File: src/rtl/uart_rx.sv
// 8N1 serial receiver: 16x oversampling, start/stop validation, valid/read buffer.
// Optional macro UART_RX_FIFO_EN replaces the holding register with a FIFO_DEPTH-entry FIFO.
module uart_rx #(
  parameter int CLK_HZ     = 100_000_000,
  parameter int BAUD       = 115200,
  parameter int FIFO_DEPTH = 8
) (
  input  logic       sys_clk_i,
  input  logic       sys_rst_i,
  input  logic       uart_rx_i,
  input  logic       rx_rd_i,
  output logic [7:0] rx_dat_o,
  output logic       rx_valid_o,
  output logic       rx_ferr_o,
  output logic       rx_ovr_o
);

  localparam logic [31:0] TICK_INC = 32'(BAUD * 16);
  localparam logic [31:0] TICK_LIM = 32'(CLK_HZ);

  typedef enum logic [2:0] {
    S_IDLE      = 3'd0,
    S_START     = 3'd1,
    S_DATA      = 3'd2,
    S_STOP      = 3'd3,
    S_WAIT_HIGH = 3'd4
  } state_t;

  if (FIFO_DEPTH < 2 || (FIFO_DEPTH & (FIFO_DEPTH - 1)) != 0) begin : g_bad_depth
    $error("uart_rx: FIFO_DEPTH must be a power of two and at least 2");
  end

  logic        sync1_q, rxs_q;
  logic [31:0] acc_q, acc_d, acc_sum_s;
  logic        tick_q, tick_d;
  state_t      state_q, state_d;
  logic [3:0]  cnt_q, cnt_d;
  logic [2:0]  bit_q, bit_d;
  logic [7:0]  shift_q, shift_d;
  logic        ferr_q, ferr_d;
  logic        ovr_q, ovr_d;
  logic        push_s, full_s;

  // Two-flop synchronizer, idles high so reset does not look like a start bit
  always_ff @(negedge sys_clk_i or posedge sys_rst_i) begin
    if (sys_rst_i) begin
      sync1_q <= 1'b1;
      rxs_q   <= 1'b1;
    end else begin
      sync1_q <= uart_rx_i;
      rxs_q   <= sync1_q;
    end
  end

  // Fractional baud accumulator producing the 16x oversampling tick
  always_comb begin
    acc_sum_s = acc_q + TICK_INC;
    if (acc_sum_s >= TICK_LIM) begin
      acc_d  = acc_sum_s - TICK_LIM;
      tick_d = 1'b1;
    end else begin
      acc_d  = acc_sum_s;
      tick_d = 1'b0;
    end
  end

  // Frame FSM next-state: ticks are counted per state, the counter restarts on every transition
  always_comb begin
    state_d = state_q;
    cnt_d   = cnt_q;
    bit_d   = bit_q;
    shift_d = shift_q;
    push_s  = 1'b0;
    ferr_d  = 1'b0;
    case (state_q)
      S_IDLE: begin
        if (!rxs_q) begin
          state_d = S_START;
          cnt_d   = 4'd0;
        end else begin
          state_d = S_IDLE;
        end
      end
      S_START: begin
        if (tick_q && cnt_q == 4'd7) begin
          cnt_d = 4'd0;
          bit_d = 3'd0;
          if (!rxs_q) begin
            state_d = S_DATA;
          end else begin
            state_d = S_IDLE;
          end
        end else if (tick_q) begin
          cnt_d = cnt_q + 4'd1;
        end else begin
          cnt_d = cnt_q;
        end
      end
      S_DATA: begin
        if (tick_q && cnt_q == 4'd15) begin
          cnt_d          = 4'd0;
          shift_d[bit_q] = rxs_q;
          if (bit_q == 3'd7) begin
            state_d = S_STOP;
          end else begin
            bit_d = bit_q + 3'd1;
          end
        end else if (tick_q) begin
          cnt_d = cnt_q + 4'd1;
        end else begin
          cnt_d = cnt_q;
        end
      end
      S_STOP: begin
        if (tick_q && cnt_q == 4'd15) begin
          cnt_d = 4'd0;
          if (rxs_q) begin
            push_s  = 1'b1;
            state_d = S_IDLE;
          end else begin
            ferr_d  = 1'b1;
            state_d = S_WAIT_HIGH;
          end
        end else if (tick_q) begin
          cnt_d = cnt_q + 4'd1;
        end else begin
          cnt_d = cnt_q;
        end
      end
      S_WAIT_HIGH: begin
        if (rxs_q) begin
          state_d = S_IDLE;
        end else begin
          state_d = S_WAIT_HIGH;
        end
      end
      default: begin
        state_d = S_IDLE;
        cnt_d   = 4'd0;
      end
    endcase
  end

  // Overrun is set by a dropped push and cleared by any read
  always_comb begin
    if (push_s && full_s && !rx_rd_i) begin
      ovr_d = 1'b1;
    end else if (rx_rd_i) begin
      ovr_d = 1'b0;
    end else begin
      ovr_d = ovr_q;
    end
  end

  // Tick generator, FSM and status flags
  always_ff @(negedge sys_clk_i or posedge sys_rst_i) begin
    if (sys_rst_i) begin
      acc_q   <= 32'd0;
      tick_q  <= 1'b0;
      state_q <= S_IDLE;
      cnt_q   <= 4'd0;
      bit_q   <= 3'd0;
      shift_q <= 8'd0;
      ferr_q  <= 1'b0;
      ovr_q   <= 1'b0;
    end else begin
      acc_q   <= acc_d;
      tick_q  <= tick_d;
      state_q <= state_d;
      cnt_q   <= cnt_d;
      bit_q   <= bit_d;
      shift_q <= shift_d;
      ferr_q  <= ferr_d;
      ovr_q   <= ovr_d;
    end
  end

  assign rx_ferr_o = ferr_q;
  assign rx_ovr_o  = ovr_q;

`ifdef UART_RX_FIFO_EN
  localparam int AW = $clog2(FIFO_DEPTH);

  logic [AW:0] wptr_q, wptr_d, rptr_q, rptr_d;
  logic [7:0]  mem_q [FIFO_DEPTH];
  logic [7:0]  mem_d [FIFO_DEPTH];
  logic        empty_s, rd_s, wr_s;

  assign empty_s = (wptr_q == rptr_q);
  assign full_s  = (wptr_q[AW] != rptr_q[AW]) && (wptr_q[AW-1:0] == rptr_q[AW-1:0]);
  assign rd_s    = rx_rd_i && !empty_s;
  assign wr_s    = push_s && (!full_s || rd_s);

  // FIFO pointer and storage update; a read frees the slot a same-cycle push may take
  always_comb begin
    mem_d  = mem_q;
    wptr_d = wptr_q;
    rptr_d = rptr_q;
    if (wr_s) begin
      mem_d[wptr_q[AW-1:0]] = shift_q;
      wptr_d                = wptr_q + (AW+1)'(1);
    end else begin
      wptr_d = wptr_q;
    end
    if (rd_s) begin
      rptr_d = rptr_q + (AW+1)'(1);
    end else begin
      rptr_d = rptr_q;
    end
  end

  // FIFO registers
  always_ff @(negedge sys_clk_i or posedge sys_rst_i) begin
    if (sys_rst_i) begin
      wptr_q <= '0;
      rptr_q <= '0;
      for (int i = 0; i < FIFO_DEPTH; i++) begin
        mem_q[i] <= 8'd0;
      end
    end else begin
      wptr_q <= wptr_d;
      rptr_q <= rptr_d;
      mem_q  <= mem_d;
    end
  end

  assign rx_dat_o   = mem_q[rptr_q[AW-1:0]];
  assign rx_valid_o = !empty_s;
`else
  logic [7:0] dat_q, dat_d;
  logic       valid_q, valid_d, rd_s;

  assign full_s = valid_q;
  assign rd_s   = rx_rd_i && valid_q;

  // Holding register: data stays put after a read, only valid drops
  always_comb begin
    dat_d   = dat_q;
    valid_d = valid_q;
    if (push_s && (!valid_q || rd_s)) begin
      dat_d   = shift_q;
      valid_d = 1'b1;
    end else if (rd_s) begin
      valid_d = 1'b0;
    end else begin
      valid_d = valid_q;
    end
  end

  // Holding register flops
  always_ff @(negedge sys_clk_i or posedge sys_rst_i) begin
    if (sys_rst_i) begin
      dat_q   <= 8'd0;
      valid_q <= 1'b0;
    end else begin
      dat_q   <= dat_d;
      valid_q <= valid_d;
    end
  end

  assign rx_dat_o   = dat_q;
  assign rx_valid_o = valid_q;
`endif

endmodule

File: config.mk
export PLATFORM = sky130hd
export DESIGN_NAME = uart_rx
export DESIGN_NICKNAME = d
export VERILOG_FILES = /design/src/rtl/uart_rx.sv
export SDC_FILE = /design/constraint.sdc
export NUM_CORES = 1
export LEC_CHECK = 0
export CAP_MARGIN = 5
export CORE_MARGIN = 5
export CORE_UTILIZATION = 45
export DETAILED_ROUTE_END_ITERATION = 8
export REMOVE_ABC_BUFFERS = 1
export SETUP_SLACK_MARGIN = 0.3
export SLEW_MARGIN = 20
export SYNTH_ARGS = -nofsm -noshare
export SYNTH_HDL_FRONTEND = slang
export SYNTH_SLANG_ARGS = --single-unit
File: constraint.sdc
create_clock -name sys_clk_i -period 3.08 [get_ports sys_clk_i]
set_clock_uncertainty 0.2 [all_clocks]
set_input_delay 0.77 -clock sys_clk_i [delete_from_list [all_inputs] [get_ports sys_clk_i]]
set_output_delay 0.77 -clock sys_clk_i [all_outputs]
set_load 0.1 [all_outputs]
# Word-level counts from Yosys, hierarchy flattened
# Cells that the tools add are included.
dict set report totals {
  in_bits 4
  out_inout_bits 11
  wordCells 84
  reg_bits 64
}
dict set report op_classes {
  add_sub_neg 4
  reduce_logical 19
  n_lt_le_gt_ge 3
  n_bitwise 1
  eq_ne 13
  mux 32
}
# cell n
set op_table {}
lappend op_table {{32-bit by 21-bit adder with 32-bit output (second input constant)} 1}
lappend op_table {{32-bit by 27-bit greater-or-equal comparator with 1-bit output (second input constant)} 1}
lappend op_table {{32-bit 2-to-1 mux} 1}
lappend op_table {{32-bit by 27-bit subtractor with 32-bit output (second input constant)} 1}
lappend op_table {{3-bit 2-to-1 mux} 8}
lappend op_table {{4-bit 2-to-1 mux} 4}
lappend op_table {{4-bit one-hot mux with 4 select lines} 1}
lappend op_table {{3-bit one-hot mux with 5 select lines} 1}
lappend op_table {{1-bit 2-to-1 mux} 13}
lappend op_table {{2-bit inequality test (second input constant)} 6}
lappend op_table {{8-bit bitwise mux} 1}
lappend op_table {{4-bit AND reduction} 2}
lappend op_table {{1-bit logical AND} 7}
lappend op_table {{3-bit by 2-bit equality test with 1-bit output (second input constant)} 2}
lappend op_table {{3-bit equality test (second input constant)} 2}
lappend op_table {{3-bit one-hot mux with 2 select lines} 1}
lappend op_table {{2-bit nonzero test} 3}
lappend op_table {{4-bit by 1-bit adder with 4-bit output (second input constant)} 1}
lappend op_table {{4-bit by 3-bit equality test with 1-bit output (second input constant)} 1}
lappend op_table {{4-bit equality test (second input constant)} 1}
lappend op_table {{3-bit by 4-bit less-than comparator with 1-bit output (second input constant)} 1}
lappend op_table {{2-bit AND reduction} 2}
lappend op_table {{3-bit by 1-bit adder with 3-bit output (second input constant)} 1}
lappend op_table {{1-bit demux with 3-bit select} 1}
lappend op_table {{other kinds (8)} 9}

# Logic depth before layout (Yosys ltp)
dict set report logic_depth {
  ltp_word 7
  ltp_mapped 12
  depth_no_buf 11
}

==> report_table.html <==
<table>
<tr><th>Metric</th><th>Value</th></tr>
<tr><th colspan="2">Clock tree</th></tr>
<tr><td>CTS Hold Bufs</td><td>0</td></tr>
<tr><td>Maximum level of the CTS H-tree</td><td>2</td></tr>
<tr><td>Cell chosen for the clock root</td><td>clkbuf_8</td></tr>
<tr><td>Skew-Pair Late Insertion Delay</td><td>0.38 ns</td></tr>
<tr><td>Clock buffer count from CTS</td><td>5</td></tr>
<tr><td>TritonCTS clock tree</td><td>done</td></tr>
<tr><td>CTS clk-pin slew, worst paths</td><td>around 0.07 ns</td></tr>
<tr><td>Sinks on the clock net</td><td>56</td></tr>
<tr><td>Number of buffers on the longest clock path</td><td>2</td></tr>
<tr><th colspan="2">GRT</th></tr>
<tr><td>Largest net degree at the start of global routing</td><td>33</td></tr>
<tr><td>Wire length of the first global-routing pass</td><td>about 13 mm</td></tr>
<tr><td>Global-route total usage across every layer</td><td>between 10% and 20%</td></tr>
<tr><td>Global route overflow</td><td>0</td></tr>
<tr><td>Antenna violations before repair</td><td>0</td></tr>
<tr><td>Vias in the first global route</td><td>roughly 2.8k</td></tr>
<tr><th colspan="2">Synthesis</th></tr>
<tr><td>Post-synthesis instance area</td><td>~3400 um^2</td></tr>
<tr><td>Post-Synth Simple-Gate Area</td><td>between 20% and 30%</td></tr>
<tr><td>Synth cell types</td><td>63</td></tr>
<tr><td>Number of synthesis warnings</td><td>0</td></tr>
<tr><td>Combinational family with the most area after synthesis</td><td>simple AND/OR/NAND/NOR gates</td></tr>
<tr><td>Area fraction in compound gates after synthesis</td><td>between 10% and 20%</td></tr>
<tr><td>Post-synthesis mux area share</td><td>~6%</td></tr>
<tr><td>Fraction of synthesis flops using an asynchronous set or reset pin</td><td>100.0%</td></tr>
<tr><td>Share of synthesized cell area in full adder, half adder and majority cells</td><td>between 2 and 3%</td></tr>
<tr><td>Leading register cell type out of synthesis</td><td>dfrtn_1</td></tr>
<tr><td>Area share of xor/xnor cells in the synthesized design</td><td>roughly 7.8%</td></tr>
<tr><td>Flip-flop and latch count after synthesis</td><td>between 50 and 60</td></tr>
<tr><td>Post-synthesis area per instance</td><td>between 9 and 10 um^2</td></tr>
<tr><td>Synth Instances</td><td>~350</td></tr>
<tr><td>Number of flops mapped to enable cells by yosys</td><td>0</td></tr>
<tr><td>Sequential fraction of the synthesis area</td><td>between 40% and 50%</td></tr>
<tr><th colspan="2">Floorplanning</th></tr>
<tr><td>Area enclosed by the die boundary</td><td>between 9000 and 10000 um^2</td></tr>
<tr><td>IO Pins</td><td>15</td></tr>
<tr><td>Chip Height</td><td>96.41 um</td></tr>
<tr><td>Area of the core region</td><td>between 7000 and 8000 um^2</td></tr>
<tr><td>Total number of placement rows</td><td>31</td></tr>
<tr><td>Die Wd</td><td>~96 um</td></tr>
<tr><td>Starting utilization of the core area</td><td>46.32%</td></tr>
<tr><th colspan="2">Setup path</th></tr>
<tr><td>Endpoint kind of the worst setup timing path</td><td>output port</td></tr>
<tr><td>Kind of launch point of the worst setup path</td><td>flip-flop</td></tr>
<tr><td>Critical-path cell with the highest stage delay</td><td>dfrtn_1</td></tr>
<tr><td>Arrival time worst endpoint</td><td>roughly 2.5 ns</td></tr>
<tr><td>Crit Path Category</td><td>flip-flop to output port</td></tr>
<tr><td>Critical path cell sequence</td><td>buf_12</td></tr>
<tr><td>Worst EP required</td><td>around 2.1 ns</td></tr>
<tr><td>Max Fanout on Critical Path</td><td>2</td></tr>
<tr><td>Cell family with the largest share of critical-path delay</td><td>flip-flops</td></tr>
<tr><td>Max incr delay on CP</td><td>0.48 ns</td></tr>
<tr><td>Total buffers and inverters traversed by the critical path</td><td>1</td></tr>
<tr><th colspan="2">Finish</th></tr>
<tr><td>Core occupancy in the finished layout</td><td>around 70%</td></tr>
<tr><td>Post-layout nets</td><td>438</td></tr>
<tr><td>Sequential cell area in the final layout</td><td>between 1000 and 1500 um^2</td></tr>
<tr><td>Highest-count cells in the layout ignoring fill and taps</td><td>dfrtn_1, buf_4, nand2_1, nor2_1, o21ai_0</td></tr>
<tr><td>Post-route cell area</td><td>just under 5000 um^2</td></tr>
<tr><td>Most common library cell in the layout ignoring fill and taps</td><td>dfrtn_1</td></tr>
<tr><td>Share of post-route cells with drive strength above 1</td><td>42.76%</td></tr>
<tr><td>Multi-input gate area in the final layout</td><td>about 2300 um^2</td></tr>
<tr><td>Layout-stage area growth over the synthesis result</td><td>47.08%</td></tr>
<tr><td>Antenna cells</td><td>0</td></tr>
<tr><td>Number of inserted filler cells in the final layout</td><td>between 500 and 600</td></tr>
<tr><td>Non-Filler Instances</td><td>around 530</td></tr>
<tr><th colspan="2">Run status</th></tr>
<tr><td>Run status</td><td>finished with violations</td></tr>
<tr><td>Violations in the final reports</td><td>setup timing</td></tr>
<tr><th colspan="2">STA</th></tr>
<tr><td>Number of max-slew violations in the final report</td><td>0</td></tr>
<tr><td>Normalized max-slew margin</td><td>a little over half</td></tr>
<tr><td>Count of final setup violators</td><td>13</td></tr>
<tr><td>Setup slack after layout</td><td>-0.4187 ns</td></tr>
<tr><td>TNS Setup</td><td>-4.356 ns</td></tr>
<tr><td>Final Hold Viols</td><td>0</td></tr>
<tr><td>Setup repair after global routing missed its margin</td><td>true</td></tr>
<tr><td>Worst-margin pin slew</td><td>0.6809 ns</td></tr>
<tr><th colspan="2">Routing</th></tr>
<tr><td>Number of optimization iterations in the first detailed-route pass</td><td>4</td></tr>
<tr><td>Total via count after detailed routing</td><td>between 2k and 3k</td></tr>
<tr><td>Detailed Route WL</td><td>about 8.7 mm</td></tr>
<tr><td>Post-detailed-route via-to-cell ratio</td><td>roughly 5.5</td></tr>
<tr><td>Routed WL per cell</td><td>roughly 16 um</td></tr>
<tr><td>Final routed DRC violation total</td><td>0</td></tr>
<tr><td>Starting DRT DRC Count</td><td>between 100 and 150</td></tr>
<tr><td>Number of nets still failing antenna checks after routing</td><td>0</td></tr>
<tr><th colspan="2">Power and ir drop</th></tr>
<tr><td>Largest voltage drop on the vdd net</td><td>between 150 and 200 uV</td></tr>
<tr><td>Power per cell area</td><td>258.4 nW/um^2</td></tr>
<tr><td>Lkg Pwr</td><td>~2.2 nW</td></tr>
<tr><td>Power Total</td><td>roughly 1.3 mW</td></tr>
<tr><th colspan="2">Run</th></tr>
<tr><td>Max-capacitance violation count</td><td>0</td></tr>
<tr><th colspan="2">Placement</th></tr>
<tr><td>I/O Buffers</td><td>14</td></tr>
<tr><td>Post-DP HPWL</td><td>5.430 mm</td></tr>
<tr><td>Instance count after placement with tap cells included</td><td>about 480</td></tr>
<tr><td>Standard cell area after detailed placement</td><td>~4000 um^2</td></tr>
<tr><td>Gpl congestion</td><td>a little over 0.8</td></tr>
<tr><th colspan="2">Worst hold path</th></tr>
<tr><td>Class of the tightest hold or removal check</td><td>flip-flop to flip-flop</td></tr>
</table>
==> report_power, final <==
group / internal [mW] / switching [mW] / leakage [nW]
clock: 0.219 / 0.280 / 0.0651
sequential: 0.741 / 0.00354 / 0.742
combinational: 0.0146 / 0.0176 / 1.37
total: 0.975 / 0.301 / 2.18
==> cell type report <==
cell class	count	area share (%)
Timing Repair inverter	2	0.3798
Multi-Input combinational cell	267	47.51
Sequential cell	56	28.41
Timing Repair Buffer	81	17.60
Inverter	12	1.165
Clock inverter	4	0.5318
Clock buffer	6	1.899
Tap cell	99	2.507
==> metrics by stage <==
stage / setup WS [ns] / hold WS (ns)
2_1_floorplan: -0.6944 / 0.1452
3_3_place_gp: -0.7556 / 0.1501
3_5_place_dp: -0.7682 / 0.1551
4_1_cts: -0.4289 / 0.1495
5_1_grt: -0.4553 / 0.1485
6_report: -0.4187 / 0.1473
==> Yosys cell counts, drive strengths merged, types with 2 or more instances <==
cell	instances	share of area, %
a211oi	3	1.0
a21boi	3	0.78
a21o	2	0.45
a21oi	12	1.8
a31oi	3	0.56
and2	3	0.56
and3	3	0.56
and4	3	0.78
buf	9	1.8
clkbuf	8	0.89
dfrtn	54	40
dfstp	2	1.6
ha	7	2.6
inv	13	1.5
mux2	17	5.7
nand2	45	5.0
nand2b	2	0.37
nand3	19	2.8
nand3b	4	0.89
nand4	6	1.8
nor2	26	3.0
nor3	17	2.7
nor3b	3	0.67
nor4	4	1.6
nor4b	3	0.97
o2111ai	2	0.71
o211ai	5	1.1
o21a	3	0.67
o21ai	20	3.0
o221ai	2	1.0
o31ai	4	0.89
or3	3	0.71
xnor2	21	5.5
xor2	9	2.3
==> flip-flops by register name (all words and copies together), names as in the netlist <==
name and flops:
cnt_q 4, sync1_q 1, bit_q 3, tick_q 1, rx_ovr_o 1, rx_ferr_o 1
state_q 3, acc_q 24, rx_dat_o 8, rxs_q 1, rx_valid_o 1, shift_q 8
==> worst paths after layout <==
kind	slack, ns	cells after the start	from	to
setup / recovery	-0.42	1	rx_valid_o	rx_valid_o
hold / removal	0.15	0	sync1_q	rxs_q
setup reg to reg	0.03	11	acc_q[13]	acc_q[28]
hold reg to reg	0.15	0	sync1_q	rxs_q
max in group asynchronous	0.41	4	sys_rst_i	state_q[0]
min in group asynchronous	2.00	3	sys_rst_i	rx_dat_o[7]
==> cell families after synthesis <==
kind of cell	count (synthesis)
xor+xnor	30
simple gates	143
fa+ha+maj	7
flops	56
compound gates	69
mux	18
buf+inv	30
==> worst register-to-register path: cells and delay by family, from the launching register on <==
family	cells	cell delay [ns]
and+or+nand+nor	4	0.81
AOI/OAI and AO/OA	3	0.72
DFF	1	0.47
buffers and inverters	2	0.37
xor gates and xnor gates	1	0.20
adders and majority gates	1	0.15
==> layer usage <==
metal | part of all wire (%) | global-route usage (%) | vias to the layer above
met3 | 2.6 | 2.866 | 16
met5 | 0 | 0 | -
met1 | 44 | 23.38 | 1445
met2 | 51 | 32.20 | 50
li1 | - | - | 1405
met4 | 2.1 | 6.542 | 0
==> repair_timing <==
item,4_1_cts,5_1_grt
setup endpoints to repair,46,44
buffers inserted,19,19
gates cloned,2,0
resized for setup,64,63
pin swaps,26,32
Note: power is estimated with default switching activity, not from simulation.
